<file path="src/rtl/mult_pkg.sv">
// Shared definitions for the sequential shift-and-add multiplier.
// Holds the controller state encoding and the datapath widths.
package mult_pkg;

  localparam int MUL_WIDTH = 32;
  localparam int MUL_CNT_W = 6;

  typedef enum logic [1:0] {
    S_IDLE = 2'd0,
    S_RUN  = 2'd1,
    S_DONE = 2'd2
  } state_t;

endpackage

</file>
<file path="src/rtl/adder_32_bit.sv">
// Plain 32-bit ripple-carry adder with no carry in or carry out.
// Callers that need the carry out recover it from the operand and sum MSBs.
module adder_32_bit (
  input  logic [31:0] i1,
  input  logic [31:0] i2,
  output logic [31:0] sum
);

  logic [31:0] carry;

  assign carry[0] = 1'b0;

  for (genvar i = 0; i < 32; i++) begin : g_fa
    assign sum[i] = i1[i] ^ i2[i] ^ carry[i];
    if (i < 31) begin : g_carry
      assign carry[i+1] = (i1[i] & i2[i]) | (carry[i] & (i1[i] ^ i2[i]));
    end
  end

endmodule

</file>
<file path="src/rtl/mult_seq_ctrl.sv">
// Unsigned WIDTH x WIDTH -> 2*WIDTH shift-and-add multiplier, one partial-product add per clock.
// A single shared adder_32_bit performs every add; its missing carry out is rebuilt here.
module mult_seq_ctrl
  import mult_pkg::*;
#(
  parameter int WIDTH = MUL_WIDTH,
  parameter int CNT_W = MUL_CNT_W
) (
  input  logic                 clk,
  input  logic                 reset,
  input  logic                 start,
  input  logic [WIDTH-1:0]     multiplicand,
  input  logic [WIDTH-1:0]     multiplier,
  output logic                 busy,
  output logic                 done,
  output logic [2*WIDTH-1:0]   product
);

  localparam logic [CNT_W-1:0] LAST_ITER = CNT_W'(WIDTH - 1);

  state_t               state_q;
  state_t               state_d;
  logic                 accept;
  logic                 iterate;
  logic [CNT_W-1:0]     count_q;
  logic [WIDTH-1:0]     mcand_q;
  logic [2*WIDTH-1:0]   p_q;

  logic [WIDTH-1:0]     add_a;
  logic [WIDTH-1:0]     add_b;
  logic [WIDTH-1:0]     add_sum;
  logic                 add_carry;

  // Next-state and control decode.
  always_comb begin
    // NOTE: every output of this block gets a default first so no path leaves it unassigned (no latch).
    state_d = state_q;
    accept  = 1'b0;
    iterate = 1'b0;
    case (state_q)
      S_IDLE: begin
        if (start) begin
          accept  = 1'b1;
          state_d = S_RUN;
        end
      end
      S_RUN: begin
        iterate = 1'b1;
        if (count_q == LAST_ITER) begin
          state_d = S_DONE;
        end
      end
      S_DONE: begin
        if (start) begin
          accept  = 1'b1;
          state_d = S_RUN;
        end else begin
          state_d = S_IDLE;
        end
      end
      default: state_d = S_IDLE;
    endcase
  end

  always_ff @(posedge clk) begin
    // NOTE: sequential state uses non-blocking assignments so all registers update together at the edge.
    if (reset) begin
      state_q <= S_IDLE;
    end else begin
      state_q <= state_d;
    end
  end

  // Partial-product add: the multiplicand is gated to zero when the current multiplier bit is 0.
  assign add_a = p_q[2*WIDTH-1:WIDTH];
  assign add_b = p_q[0] ? mcand_q : '0;

  adder_32_bit u_adder (
    .i1  (add_a),
    .i2  (add_b),
    .sum (add_sum)
  );

  // Carry out of bit WIDTH-1: both MSBs set, or exactly one set and the sum MSB wrapped to 0.
  assign add_carry = (add_a[WIDTH-1] & add_b[WIDTH-1])
                   | ((add_a[WIDTH-1] ^ add_b[WIDTH-1]) & ~add_sum[WIDTH-1]);

  always_ff @(posedge clk) begin
    // NOTE: every datapath register is cleared on reset so an aborted operation leaves no stale product.
    if (reset) begin
      count_q <= '0;
      mcand_q <= '0;
      p_q     <= '0;
    end else if (accept) begin
      count_q <= '0;
      mcand_q <= multiplicand;
      p_q     <= {{WIDTH{1'b0}}, multiplier};
    end else if (iterate) begin
      count_q <= count_q + 1'b1;
      p_q     <= {add_carry, add_sum, p_q[WIDTH-1:1]};
    end
  end

  assign busy    = (state_q == S_RUN);
  assign done    = (state_q == S_DONE);
  assign product = p_q;

endmodule

</file>
<file path="config.mk">
export PLATFORM = sky130hd
export DESIGN_NAME = mult_seq_ctrl
export DESIGN_NICKNAME = d
export VERILOG_FILES = /design/src/rtl/mult_pkg.sv /design/src/rtl/adder_32_bit.sv /design/src/rtl/mult_seq_ctrl.sv
export SDC_FILE = /design/constraint.sdc
export NUM_CORES = 1
export LEC_CHECK = 0
export CORE_ASPECT_RATIO = 1.1
export CORE_MARGIN = 1
export CORE_UTILIZATION = 32
export CTS_CLUSTER_DIAMETER = 120
export CTS_CLUSTER_SIZE = 24
export DETAILED_ROUTE_END_ITERATION = 10
export PLACE_DENSITY = 0.67
export SYNTH_ARGS = -nofsm -noshare
export SYNTH_HDL_FRONTEND = slang
export SYNTH_SLANG_ARGS = --single-unit
</file>
<file path="constraint.sdc">
create_clock -name clk -period 34.8 [get_ports clk]
set_clock_uncertainty 0.15 [all_clocks]
set_input_delay 6.96 -clock clk [delete_from_list [all_inputs] [get_ports clk]]
set_output_delay 6.96 -clock clk [all_outputs]
set_load 0.01 [all_outputs]
</file>
* Word-level counts from Yosys, hierarchy flattened
Index checks and enable logic that the tools add are counted.
** Word-level totals
- Flip-flop bits (word level) :: 104
- Input bits :: 67
- Output and inout port bits :: 66
- Word-level logic and storage cells :: 184
** Operators by class
- Add/subtract/negate cells :: 1
- Eq/ne operators :: 5
- Muxes and demuxes :: 10
- Bitwise operators :: 158
- Reduce and logical (&&, ||, !) cells :: 5
** Operator list (count)
- $mux 32 :: 3
- $and 1x1->1 :: 63
- $xor 1x1->1 :: 63
- $or 1x1->1 :: 31
- $add 6x1->6 const B :: 1
- $eq 6x5->1 const B :: 1
- $pmux 2 s3 :: 1
- $mux 1 :: 4
- $mux 2 :: 2
- $reduce_or 2->1 :: 2
- $eq 2x1->1 const B :: 1
- $eq 2x2->1 const B :: 1
- $logic_not 2->1 :: 1
- $ne 2x1->1 const B :: 1
- $ne 2x2->1 const B :: 1
- $reduce_and 2->1 :: 1
- $reduce_bool 2->1 :: 1
- $not 1->1 :: 1

* Logic depth before layout (Yosys ltp)
Gate-level depths: netlist (run 1).
- Word-level depth :: 66
- Depth in mapped cells :: 40
- Depth with buffers taken out :: 39

* By module
From an unflattened synthesis (run 1), not the netlist that was laid out.
** Second synthesis, totals
- Cells, all modules :: 540
- Area total of the unflattened synthesis :: 4680.7 sq um
** Modules (own cells, without submodules)
- mult_seq_ctrl :: times used 1, cells an instance 503, area each 4025.1 sq um, seq. area each 2082.0 sq um
- adder_32_bit :: times used 1, cells an instance 37, area each 655.6 sq um, seq. area each 0.0 sq um

* Worst setup path after synthesis (run 1)
Ideal clock, no wire load.
- Path kind :: register to register
- From :: register p_q[0], in the netlist product[0]
- To :: register p_q[62], in the netlist product[62]
- Library setup time :: 0.086 ns
- Data arrival time :: 12.335 ns
- Required time :: 34.564 ns
- Setup slack :: 22.229 ns
- Cell stages (with the launch flop) :: 41
- Path buffers :: 1
- Period minus slack after synthesis :: 12.571 ns
- Cells stage by stage :: dfxtp_1 > clkbuf_1 > and2_1 > ha_1 > inv_1 > fa_1 > fa_1 > inv_1 > fa_1 > fa_1 > fa_1 > fa_1 > fa_1 > fa_1 > fa_1 > fa_1 > fa_1 > fa_1 > [5 not listed] > inv_1 > fa_1 > fa_1 > fa_1 > fa_1 > fa_1 > fa_1 > fa_1 > fa_1 > fa_1 > fa_1 > fa_1 > fa_1 > fa_1 > fa_1 > inv_1 > fa_1 > a211oi_1
** Between the ends
- Longest elaborated chain between the ends :: 63
- Elaborated cells between the ends (all ways) :: 124
- Those cells by class :: mux: 1; bitwise: 123
** Ends and longest elaborated chain
- start: declaration :: line mult_seq_ctrl.sv:27 : logic [2*WIDTH-1:0] p_q;
- start signal: assignment :: line mult_seq_ctrl.sv:97 : p_q <= {{WIDTH{1'b0}}, multiplier};
- start signal: assignment :: line mult_seq_ctrl.sv:100 : p_q <= {add_carry, add_sum, p_q[WIDTH-1:1]};
- $mux 32 (*) :: line mult_seq_ctrl.sv:76 : assign add_b = p_q[0] ? mcand_q : '0;
- $and 1x1->1 or $xor 1x1->1 (tied branches) :: line adder_32_bit.sv:16 : assign carry[i+1] = (i1[i] & i2[i]) | (carry[i] & (i1[i] ^ i2[i]));
- $and 1x1->1 :: line adder_32_bit.sv:16
- $or 1x1->1 :: line adder_32_bit.sv:16
- $and 1x1->1 :: line adder_32_bit.sv:16
- $or 1x1->1 :: line adder_32_bit.sv:16
- $and 1x1->1 :: line adder_32_bit.sv:16
- $or 1x1->1 :: line adder_32_bit.sv:16
- [47 not listed]
- $or 1x1->1 :: line adder_32_bit.sv:16
- $and 1x1->1 :: line adder_32_bit.sv:16
- $or 1x1->1 :: line adder_32_bit.sv:16
- $and 1x1->1 :: line adder_32_bit.sv:16
- $or 1x1->1 :: line adder_32_bit.sv:16
- $and 1x1->1 :: line adder_32_bit.sv:16
- $or 1x1->1 :: line adder_32_bit.sv:16
- $xor 1x1->1 (*) :: line adder_32_bit.sv:14 : assign sum[i] = i1[i] ^ i2[i] ^ carry[i];
Mark *: on every way between the ends. The rest lies on a longest branch, timed or not.
A chain may end at the register's enable or synchronous reset.

* Final worst setup path (run 1)
Ends and elaborated chain as after synthesis.

==> results of run 1 <==
## flip-flops by register name, summed over array words and instances, names as in the netlist
| name | flops |
|---|---|
| mcand_q | 32 |
| count_q | 6 |
| product | 64 |
| state_q | 2 |
## cells in the mapped netlist, types with 2 or more instances
library cell,n,share of area [%]
nand2_1,140,11
dfxtp_1,104,44
a21oi_1,62,6.6
nor3_1,51,5.4
fa_1,31,13
and2_1,28,3.7
o22ai_1,25,3.3
buf_2,19,2.0
clkbuf_1,12,0.96
inv_1,10,0.80
buf_4,8,1.3
a31oi_1,7,0.93
nor2_1,7,0.56
o21ai_0,7,0.75
a211oi_1,5,0.80
nand2b_1,3,0.40
ha_1,2,0.53
nand3_1,2,0.21
o31ai_1,2,0.32
or3_1,2,0.27
xnor2_1,2,0.37
## through the flow
step           setup slack (ns)  power, W
6_report                  21.45  0.000287
5_1_grt                   20.76  0.000301
4_1_cts                   21.34  0.000292
3_5_place_dp              21.42  0.000177
3_3_place_gp              21.67  0.000176
2_1_floorplan             22.23  0.000156
## final cells by class
class                           instances  area share, %
Inverter                               12          0.741
Sequential cell                       104           32.4
Multi-Input combinational cell        385           36.8
Clock inverter                          2          0.936
Clock buffer                           13           4.37
Tap cell                              192           3.74
Timing Repair Buffer                  136           21.0
## worst max path at each step
stage                from     endpoint  depth (start not counted)
3_5_place_dp   product[0]  product[62]                         39
3_3_place_gp   product[0]  product[62]                         39
5_1_grt        product[0]  product[62]                         39
4_1_cts        product[0]  product[62]                         39
6_report       product[0]  product[62]                         39
2_1_floorplan  product[0]  product[62]                         40
## kinds of logic after synthesis
group | count (synthesis) | share of synthesized area, %
xor+xnor | 2 | 0.373
simple gates | 239 | 22.7
fa+ha+maj | 33 | 13.7
mux | 1 | 0.213
compound gates | 110 | 13.0
buf+inv | 53 | 5.60
flops | 104 | 44.3
## cell usage in the layout (no fill, tap or decap), types with 5 or more instances in the layout
master / count
nor3_1: 51
dfxtp_1: 104
a211oi_1: 5
o21ai_0: 7
clkdlybuf4s50_1: 131
inv_1: 10
nand2_1: 140
o22ai_1: 25
a21oi_1: 62
fa_1: 31
clkbuf_16: 9
and2_1: 28
nor2_1: 7
a31oi_1: 7
## layer usage
layer / vias to the layer above / wire, um / GRT usage, %
li1: 2026 / - / -
met1: 1925 / 5070 / 18.7
met2: 101 / 5640 / 27.0
met3: 15 / 573 / 4.36
met4: 0 / 199 / 5.96
met5: - / 0 / 0
## power by group
group	internal, W	total, W	switching (W)
combinational	0.0000213	0.0000424	0.0000210
clock	0.0000705	0.000113	0.0000429
sequential	0.000126	0.000131	0.00000562
## critical path, delay by kind of cell, from the launching register on
family,cells,cell delay [ns]
compound gates,1,0.20
flops,1,0.59
buf+inv,5,0.30
fa+ha+maj,32,11.67
simple gates,1,0.32
==> results.sh, run 1 <==
export IMPL_drtAntennaViolNets=0
export IMPL_multiInputGateArea_um2=2360
export IMPL_i_o_pin_total=133
export IMPL_ys_dominant_reg_cell="dfxtp_1"
export IMPL_finalNetCount=748
export IMPL_clkSlewWorstSetupHoldPaths_ns=0.07
export IMPL_vias=4067
export IMPL_yosys_cell_types_count=34
export IMPL_routed_wire_length_per_instance_um=13.6
export IMPL_die_width_um=118
export IMPL_final_period_utilization_pct=38.4
export IMPL_reg2reg_from="product[0]"
export IMPL_min_delay_worst_endpoint="mcand_q[12]"
export IMPL_synth_sequential_area_ratio_pct=44.3
export IMPL_ys_seq_elements=104
export IMPL_postPlaceCellArea_um2=6080
export IMPL_antenna_cells_inserted=0
export IMPL_leakage_nw=2.35
export IMPL_gate_count_post_synth=542
export IMPL_path_common_cell="fa_1"
export IMPL_clock_fmax_ghz=0.0749
export IMPL_min_from="mcand_q[12]"
export IMPL_timing_reg2reg_worst_path_depth=39
export IMPL_report_final_setup_viol=0
export IMPL_final_fill_count=1433
export IMPL_cts_inserted_buffers=9
export IMPL_fin_tns_setup_ns=0
export IMPL_grt_setup_unrepaired="no"
export IMPL_clock_sinks=104
export IMPL_layout_cells_non_filler=844
export IMPL_ctsHoldBuffers=0
export IMPL_share_of_flip_flops_with_an_asynchronous_set_or_reset_pct=0
export IMPL_vias_in_the_first_global_route=4031
export IMPL_max_clock_path_buffers=2
export IMPL_fp_coreArea_um2=14400
export IMPL_worst_slew_margin_rel_pct=41.3
export IMPL_initial_utilization_pct=32.6
export IMPL_worst_setup_path_start_kind="flip-flop"
export IMPL_p_per_area_nw_per_um2=44.8
export IMPL_grt_antenna_before_repair=0
export IMPL_stdcell_area_um2=6420
export IMPL_drt_iter0_markers=248
export IMPL_drt_total_wl_um=11500
export IMPL_insertion_delay_ns=0.35
export IMPL_fp_row_count=46
export IMPL_critical_path_max_stage_delay_ns=0.59
export IMPL_finalWeightedCongestion=0.730
export IMPL_regArea_um2=2080
export IMPL_placed_cells_incl_taps=829
export IMPL_cts_htree_levels=3
export IMPL_required_time_at_the_worst_slack_endpoint_ns=34.91
export IMPL_cts_tree="done"
export IMPL_post_synth_cell_area_avg_um2=8.66
export IMPL_crit_slowest_cell="dfxtp_1"
export IMPL_post_route_util_pct=44.6
export IMPL_grt_first_pass_wirelength_um=19100
export IMPL_grt_usage_pct=15.7
export IMPL_postCtsSetupRepairBufs=0
export IMPL_worstPathArrival_ns=13.46
export IMPL_synth_enable_flop_cells=0
export IMPL_grt_overflow=0
export IMPL_tightest_slew_ns=0.879
export IMPL_timing_hold_worst_path_depth=2
export IMPL_worst_hold_path_type="reg2reg"
export IMPL_drc_errors=0
export IMPL_number_of_resized_instances_in_the_post_cts_repair_step=0
export IMPL_summed_instance_area_of_the_synthesized_netlist_um2=4700
export IMPL_clock_root_buffer="clkbuf_16"
export IMPL_yosys_warnings=0
export IMPL_vias_per_cell=4.82
export IMPL_drt_pre_antenna_iters=4
export IMPL_cp_max_fo=34
export IMPL_run_status="finished, final reports clean"
export IMPL_finalHoldViolations=0
export IMPL_area_delta_synth_final_pct=36.7
export IMPL_finalMaxSlewViolations=0
export IMPL_port_buffer_count=132
export IMPL_maxCapViolCount=0
export IMPL_critical_path_class="reg2reg"
export IMPL_final_layout_size_suffix_gt1_share_pct=3.83
export IMPL_hpwl_um=7810
export IMPL_end_kind="flip-flop"
export IMPL_finalCriticalPeriod_ns=13.35
export IMPL_design_die_area_um2=15200
export IMPL_postSynthNetCount=642
export IMPL_die_height_um=129
export IMPL_end_of_the_worst_register_to_register_path="product[62]"
export IMPL_r2r_slack_ns=21.45
export IMPL_fin_hold_ws_ns=0.303
export IMPL_grt_start_max_net_pins=75
export IMPL_vdd_ir_drop_worst_mv=0.0233
Note: power is estimated with default switching activity, not from simulation.
==> inputs of run 2 (changes only) <==
- clock period: 34.8 -> 13.79 ns (I/O delays scaled with it)
==> results.sh, run 2 (synthesized netlist as in run 1, its figures left out) <==
export IMPL_finalNetCount=749
export IMPL_p_per_area_nw_per_um2=110
export IMPL_fp_row_count=46
export IMPL_timing_reg2reg_worst_path_depth=39
export IMPL_post_route_util_pct=44.5
export IMPL_layout_cells_most_common_list="nand2_1 (140), clkdlybuf4s50_1 (131), dfxtp_1 (104), a21oi_1 (62), nor3_1 (51)"
export IMPL_grt_usage_pct=15.6
export IMPL_placed_cells_incl_taps=830
export IMPL_finalPower_w=0.000703
export IMPL_grt_overflow=0
export IMPL_vias_per_cell=4.79
export IMPL_tightest_slew_ns=0.728
export IMPL_clock_root_buffer="clkbuf_16"
export IMPL_ctsHoldBuffers=0
export IMPL_area_delta_synth_final_pct=36.3
export IMPL_vias_in_the_first_global_route=4061
export IMPL_largest_register_ffs=64
export IMPL_fp_coreArea_um2=14400
export IMPL_required_time_at_the_worst_slack_endpoint_ns=13.90
export IMPL_clkSlewWorstSetupHoldPaths_ns=0.07
export IMPL_initial_utilization_pct=32.6
export IMPL_clock_sinks=104
export IMPL_timing_hold_worst_path_depth=2
export IMPL_grt_setup_unrepaired="no"
export IMPL_insertion_delay_ns=0.35
export IMPL_cp_max_fo=2
export IMPL_min_from="mcand_q[28]"
export IMPL_drtAntennaViolNets=0
export IMPL_post_route_worst_setup_slack_ns=0.938
export IMPL_critical_path_max_stage_delay_ns=0.41
export IMPL_die_width_um=118
export IMPL_report_final_setup_viol=0
export IMPL_max_clock_path_buffers=2
export IMPL_cts_htree_levels=3
export IMPL_run_status="finished, final reports clean"
export IMPL_maxCapViolCount=0
export IMPL_antenna_cells_inserted=0
export IMPL_cts_inserted_buffers=9
export IMPL_drt_iter0_markers=192
export IMPL_port_buffer_count=132
export IMPL_worst_slew_margin_rel_pct=51.5
export IMPL_routed_wire_length_per_instance_um=13.4
export IMPL_final_fill_count=1391
export IMPL_end_of_the_worst_register_to_register_path="product[62]"
export IMPL_number_of_resized_instances_in_the_post_cts_repair_step=0
export IMPL_vdd_ir_drop_worst_mv=0.0583
export IMPL_worst_hold_path_type="reg2reg"
export IMPL_finalMaxSlewViolations=0
export IMPL_worstPathArrival_ns=12.96
export IMPL_hpwl_um=7760
export IMPL_path_common_cell="fa_1"
export IMPL_die_height_um=129
export IMPL_finalCriticalPeriod_ns=12.85
export IMPL_r2r_slack_ns=0.94
export IMPL_finalWeightedCongestion=0.750
export IMPL_fin_tns_setup_ns=0
export IMPL_finalHoldViolations=0
export IMPL_vias=4049
export IMPL_drt_pre_antenna_iters=4
export IMPL_grt_antenna_before_repair=0
export IMPL_clock_fmax_ghz=0.0778
export IMPL_dp_slack_ns=0.991
export IMPL_end_kind="flip-flop"
export IMPL_drt_total_wl_um=11300
export IMPL_leakage_nw=2.34
export IMPL_cts_tree="done"
export IMPL_critical_path_class="reg2reg"
export IMPL_i_o_pin_total=133
export IMPL_min_delay_worst_endpoint="mcand_q[28]"
export IMPL_final_layout_size_suffix_gt1_share_pct=4.13
export IMPL_reg2reg_from="product[0]"
export IMPL_grt_first_pass_wirelength_um=19100
export IMPL_postCtsSetupRepairBufs=0
export IMPL_drc_errors=0
export IMPL_worst_setup_path_start_kind="flip-flop"
export IMPL_layout_cells_non_filler=846
export IMPL_layout_cells_most_common="nand2_1"
export IMPL_crit_slowest_cell="fa_1"
export IMPL_final_period_utilization_pct=93.2
export IMPL_grt_start_max_net_pins=74
export IMPL_design_die_area_um2=15200
run 2: changes by cell type in the layout (fill, tap and decap cells not counted):
cell	previous run	this run
bufinv_16	2	1
inv_8	0	1
clkbuf_8	4	1
clkinv_4	0	3
inv_6	0	1
buf_4	4	5
run 2: power by group:
part / internal, W / leakage (nW) / switching, W
logic: 0.0000541 / 1.33 / 0.0000556
clock network: 0.000149 / 0.155 / 0.000116
registers: 0.000317 / 0.851 / 0.0000121
total: 0.000520 / 2.34 / 0.000183
run 2: worst max-delay path by stage:
stage / startpoint / to / cells after the start
global placement: product[0] / product[62] / 39
global route: product[0] / product[62] / 39
CTS: product[0] / product[62] / 39
floorplan: product[0] / product[62] / 40
detailed placement: product[0] / product[62] / 39
finish: product[0] / product[62] / 39
run 2: routing by layer:
layer  routed length, um  share of wire (%)  GRT usage, %  up-vias
met4                 261                2.3          7.24        0
met1                4980                 44          18.0     1901
li1                    -                  -             -     2036
met5                   0                  0             0        -
met3                 532                4.7          3.35       15
met2                5550                 49          27.9       97
run 2: cell type report:
type | instances | area (um^2) | area share [%]
tap | 192 | 240 | 3.75
clock buffer | 10 | 239 | 3.73
multi-input combinational | 385 | 2360 | 36.9
sequential | 104 | 2080 | 32.5
inverter | 12 | 47.5 | 0.743
timing repair buffer | 137 | 1350 | 21.2
clock inverter | 6 | 76.3 | 1.19
run 2: metrics by stage:
| step | hold slack, ns | area [um^2] |
|---|---|---|
| floorplan | 0.282 | 4700 |
| global placement | 0.289 | 6080 |
| detailed placement | 0.293 | 6080 |
| CTS | 0.303 | 6400 |
| global route | 0.328 | 6400 |
| finish | 0.301 | 6400 |
run 2: worst max-delay path: cells and delay by family, from the launching register on:
kind	cells	cell delay (ns)
AO/OA/AOI/OAI	1	0.20
buffers and inverters	5	0.31
AND/OR/NAND/NOR	1	0.15
adder cells (fa/ha/maj)	32	11.67
flip-flops	1	0.31
==> inputs of run 3 (changes only) <==
- CTS_BUF_LIST: not set -> sky130_fd_sc_hd__clkbuf_4
- clock period: 13.79 -> 15.55 ns (I/O delays scaled with it)
==> results.sh, run 3 (synthesized netlist as in run 1, its figures left out) <==
export IMPL_fp_coreArea_um2=14400
export IMPL_timing_reg2reg_worst_path_depth=39
export IMPL_drt_total_wl_um=11600
export IMPL_area_delta_synth_final_pct=32.7
export IMPL_end_kind="flip-flop"
export IMPL_port_buffer_count=132
export IMPL_ctsHoldBuffers=0
export IMPL_finalNetCount=748
export IMPL_clock_sinks=104
export IMPL_layout_cells_most_common_list="nand2_1 (140), clkdlybuf4s50_1 (131), dfxtp_1 (104), a21oi_1 (62), nor3_1 (51)"
export IMPL_grt_overflow=0
export IMPL_cts_inserted_buffers=9
export IMPL_routed_wire_length_per_instance_um=13.7
export IMPL_critical_path_class="reg2reg"
export IMPL_fin_tns_setup_ns=0
export IMPL_drtAntennaViolNets=0
export IMPL_crit_slowest_cell="dfxtp_1"
export IMPL_maxCapViolCount=0
export IMPL_initial_utilization_pct=32.6
export IMPL_path_common_cell="fa_1"
export IMPL_leakage_nw=2.26
export IMPL_worst_setup_path_start_kind="flip-flop"
export IMPL_stdcell_area_um2=6230
export IMPL_worstPathArrival_ns=13.66
export IMPL_clock_fmax_ghz=0.0745
export IMPL_finalPower_w=0.000543
export IMPL_critical_path_max_stage_delay_ns=0.64
export IMPL_grt_start_max_net_pins=75
export IMPL_finalMaxSlewViolations=0
export IMPL_insertion_delay_ns=0.46
export IMPL_postCtsSetupRepairBufs=0
export IMPL_run_status="finished, final reports clean"
export IMPL_design_die_area_um2=15200
export IMPL_grt_usage_pct=15.6
export IMPL_tightest_slew_ns=0.946
export IMPL_clkSlewWorstSetupHoldPaths_ns=0.14
export IMPL_min_from="mcand_q[12]"
export IMPL_grt_first_pass_wirelength_um=19000
export IMPL_layout_cells_most_common="nand2_1"
export IMPL_dp_slack_ns=2.14
export IMPL_end_of_the_worst_register_to_register_path="product[62]"
export IMPL_r2r_slack_ns=2.12
export IMPL_worstPathBufferInverterCount=5
export IMPL_fp_row_count=46
export IMPL_timing_hold_worst_path_depth=2
export IMPL_finalHoldViolations=0
export IMPL_i_o_pin_total=133
export IMPL_grt_setup_unrepaired="no"
export IMPL_cp_max_fo=34
export IMPL_number_of_resized_instances_in_the_post_cts_repair_step=0
export IMPL_drt_iter0_markers=208
export IMPL_final_period_utilization_pct=86.3
export IMPL_post_route_worst_setup_slack_ns=2.12
export IMPL_required_time_at_the_worst_slack_endpoint_ns=15.78
export IMPL_drc_errors=0
export IMPL_worst_hold_path_type="reg2reg"
export IMPL_die_width_um=118
export IMPL_cts_tree="done"
export IMPL_drt_pre_antenna_iters=4
export IMPL_worst_slew_margin_rel_pct=36.8
export IMPL_hpwl_um=7840
export IMPL_report_final_setup_viol=0
export IMPL_min_delay_worst_endpoint="mcand_q[12]"
export IMPL_vias_per_cell=4.82
export IMPL_clock_root_buffer="clkbuf_4"
export IMPL_die_height_um=129
export IMPL_largest_register_ffs=64
export IMPL_critPathTopFamily="adder cells"
export IMPL_vias=4079
export IMPL_grt_antenna_before_repair=1
export IMPL_max_clock_path_buffers=2
export IMPL_post_route_util_pct=43.3
export IMPL_vdd_ir_drop_worst_mv=0.0415
export IMPL_reg2reg_from="product[0]"
export IMPL_vias_in_the_first_global_route=3991
export IMPL_postPlaceCellArea_um2=6080
export IMPL_finalCriticalPeriod_ns=13.43
export IMPL_p_per_area_nw_per_um2=87.1
export IMPL_number_of_logic_stages_on_the_critical_path_including_buffering=39
export IMPL_finalWeightedCongestion=0.730
export IMPL_cts_htree_levels=3
export IMPL_final_layout_size_suffix_gt1_share_pct=3.52
==> run 3: cell count changes in the layout (fill, tap and decap cells not counted), moves of 3 or more <==
cell,before,now
clkinv_4,3,0
clkbuf_4,0,11
clkbuf_16,9,0
clkinv_1,1,4
==> run 3: power breakdown <==
group	switching, W	leakage [nW]	internal, W
sequential	0.0000129	0.851	0.000282
clock	0.0000864	0.0836	0.0000675
combinational	0.0000470	1.33	0.0000477
==> run 3: worst max path at each step <==
| stage | from | end |
|---|---|---|
| 3_5_place_dp | product[0] | product[62] |
| 4_1_cts | product[0] | product[62] |
| 6_report | product[0] | product[62] |
| 5_1_grt | product[0] | product[62] |
| 2_1_floorplan | product[0] | product[62] |
| 3_3_place_gp | product[0] | product[62] |
==> run 3: worst register-to-register path, delay by kind of cell, from the launching register on <==
family / cells / cell delay, ns
AO/OA/AOI/OAI: 1 / 0.20
buffers and inverters: 5 / 0.30
adder cells (fa/ha/maj): 32 / 11.70
AND/OR/NAND/NOR: 1 / 0.34
flip-flops: 1 / 0.64
==> run 3: final cells by class <==
cell class,instances,area [um^2]
Fill cell,1474,8160
Multi-Input combinational cell,385,2360
Sequential cell,104,2080
Timing Repair Buffer,136,1350
Tap cell,192,240
Clock buffer,11,82.6
Clock inverter,5,71.3
Inverter,12,47.5
Antenna cell,1,2.50
==> run 3: stage by stage <==
| step | hold WS [ns] | instances |
|---|---|---|
| floorplan | 0.282 | 542 |
| global placement | 0.289 | 829 |
| detailed placement | 0.295 | 829 |
| CTS | 0.314 | 845 |
| global route | 0.331 | 846 |
| finish | 0.312 | 846 |
==> run 3: routing by layer <==
| metal | routed length (um) | GRT usage, % | vias to the layer above |
|---|---|---|---|
| li1 | - | - | 2021 |
| met1 | 5170 | 18.8 | 1935 |
| met2 | 5560 | 26.8 | 104 |
| met3 | 553 | 3.26 | 19 |
| met4 | 268 | 7.62 | 0 |
| met5 | 0 | 0 | - |
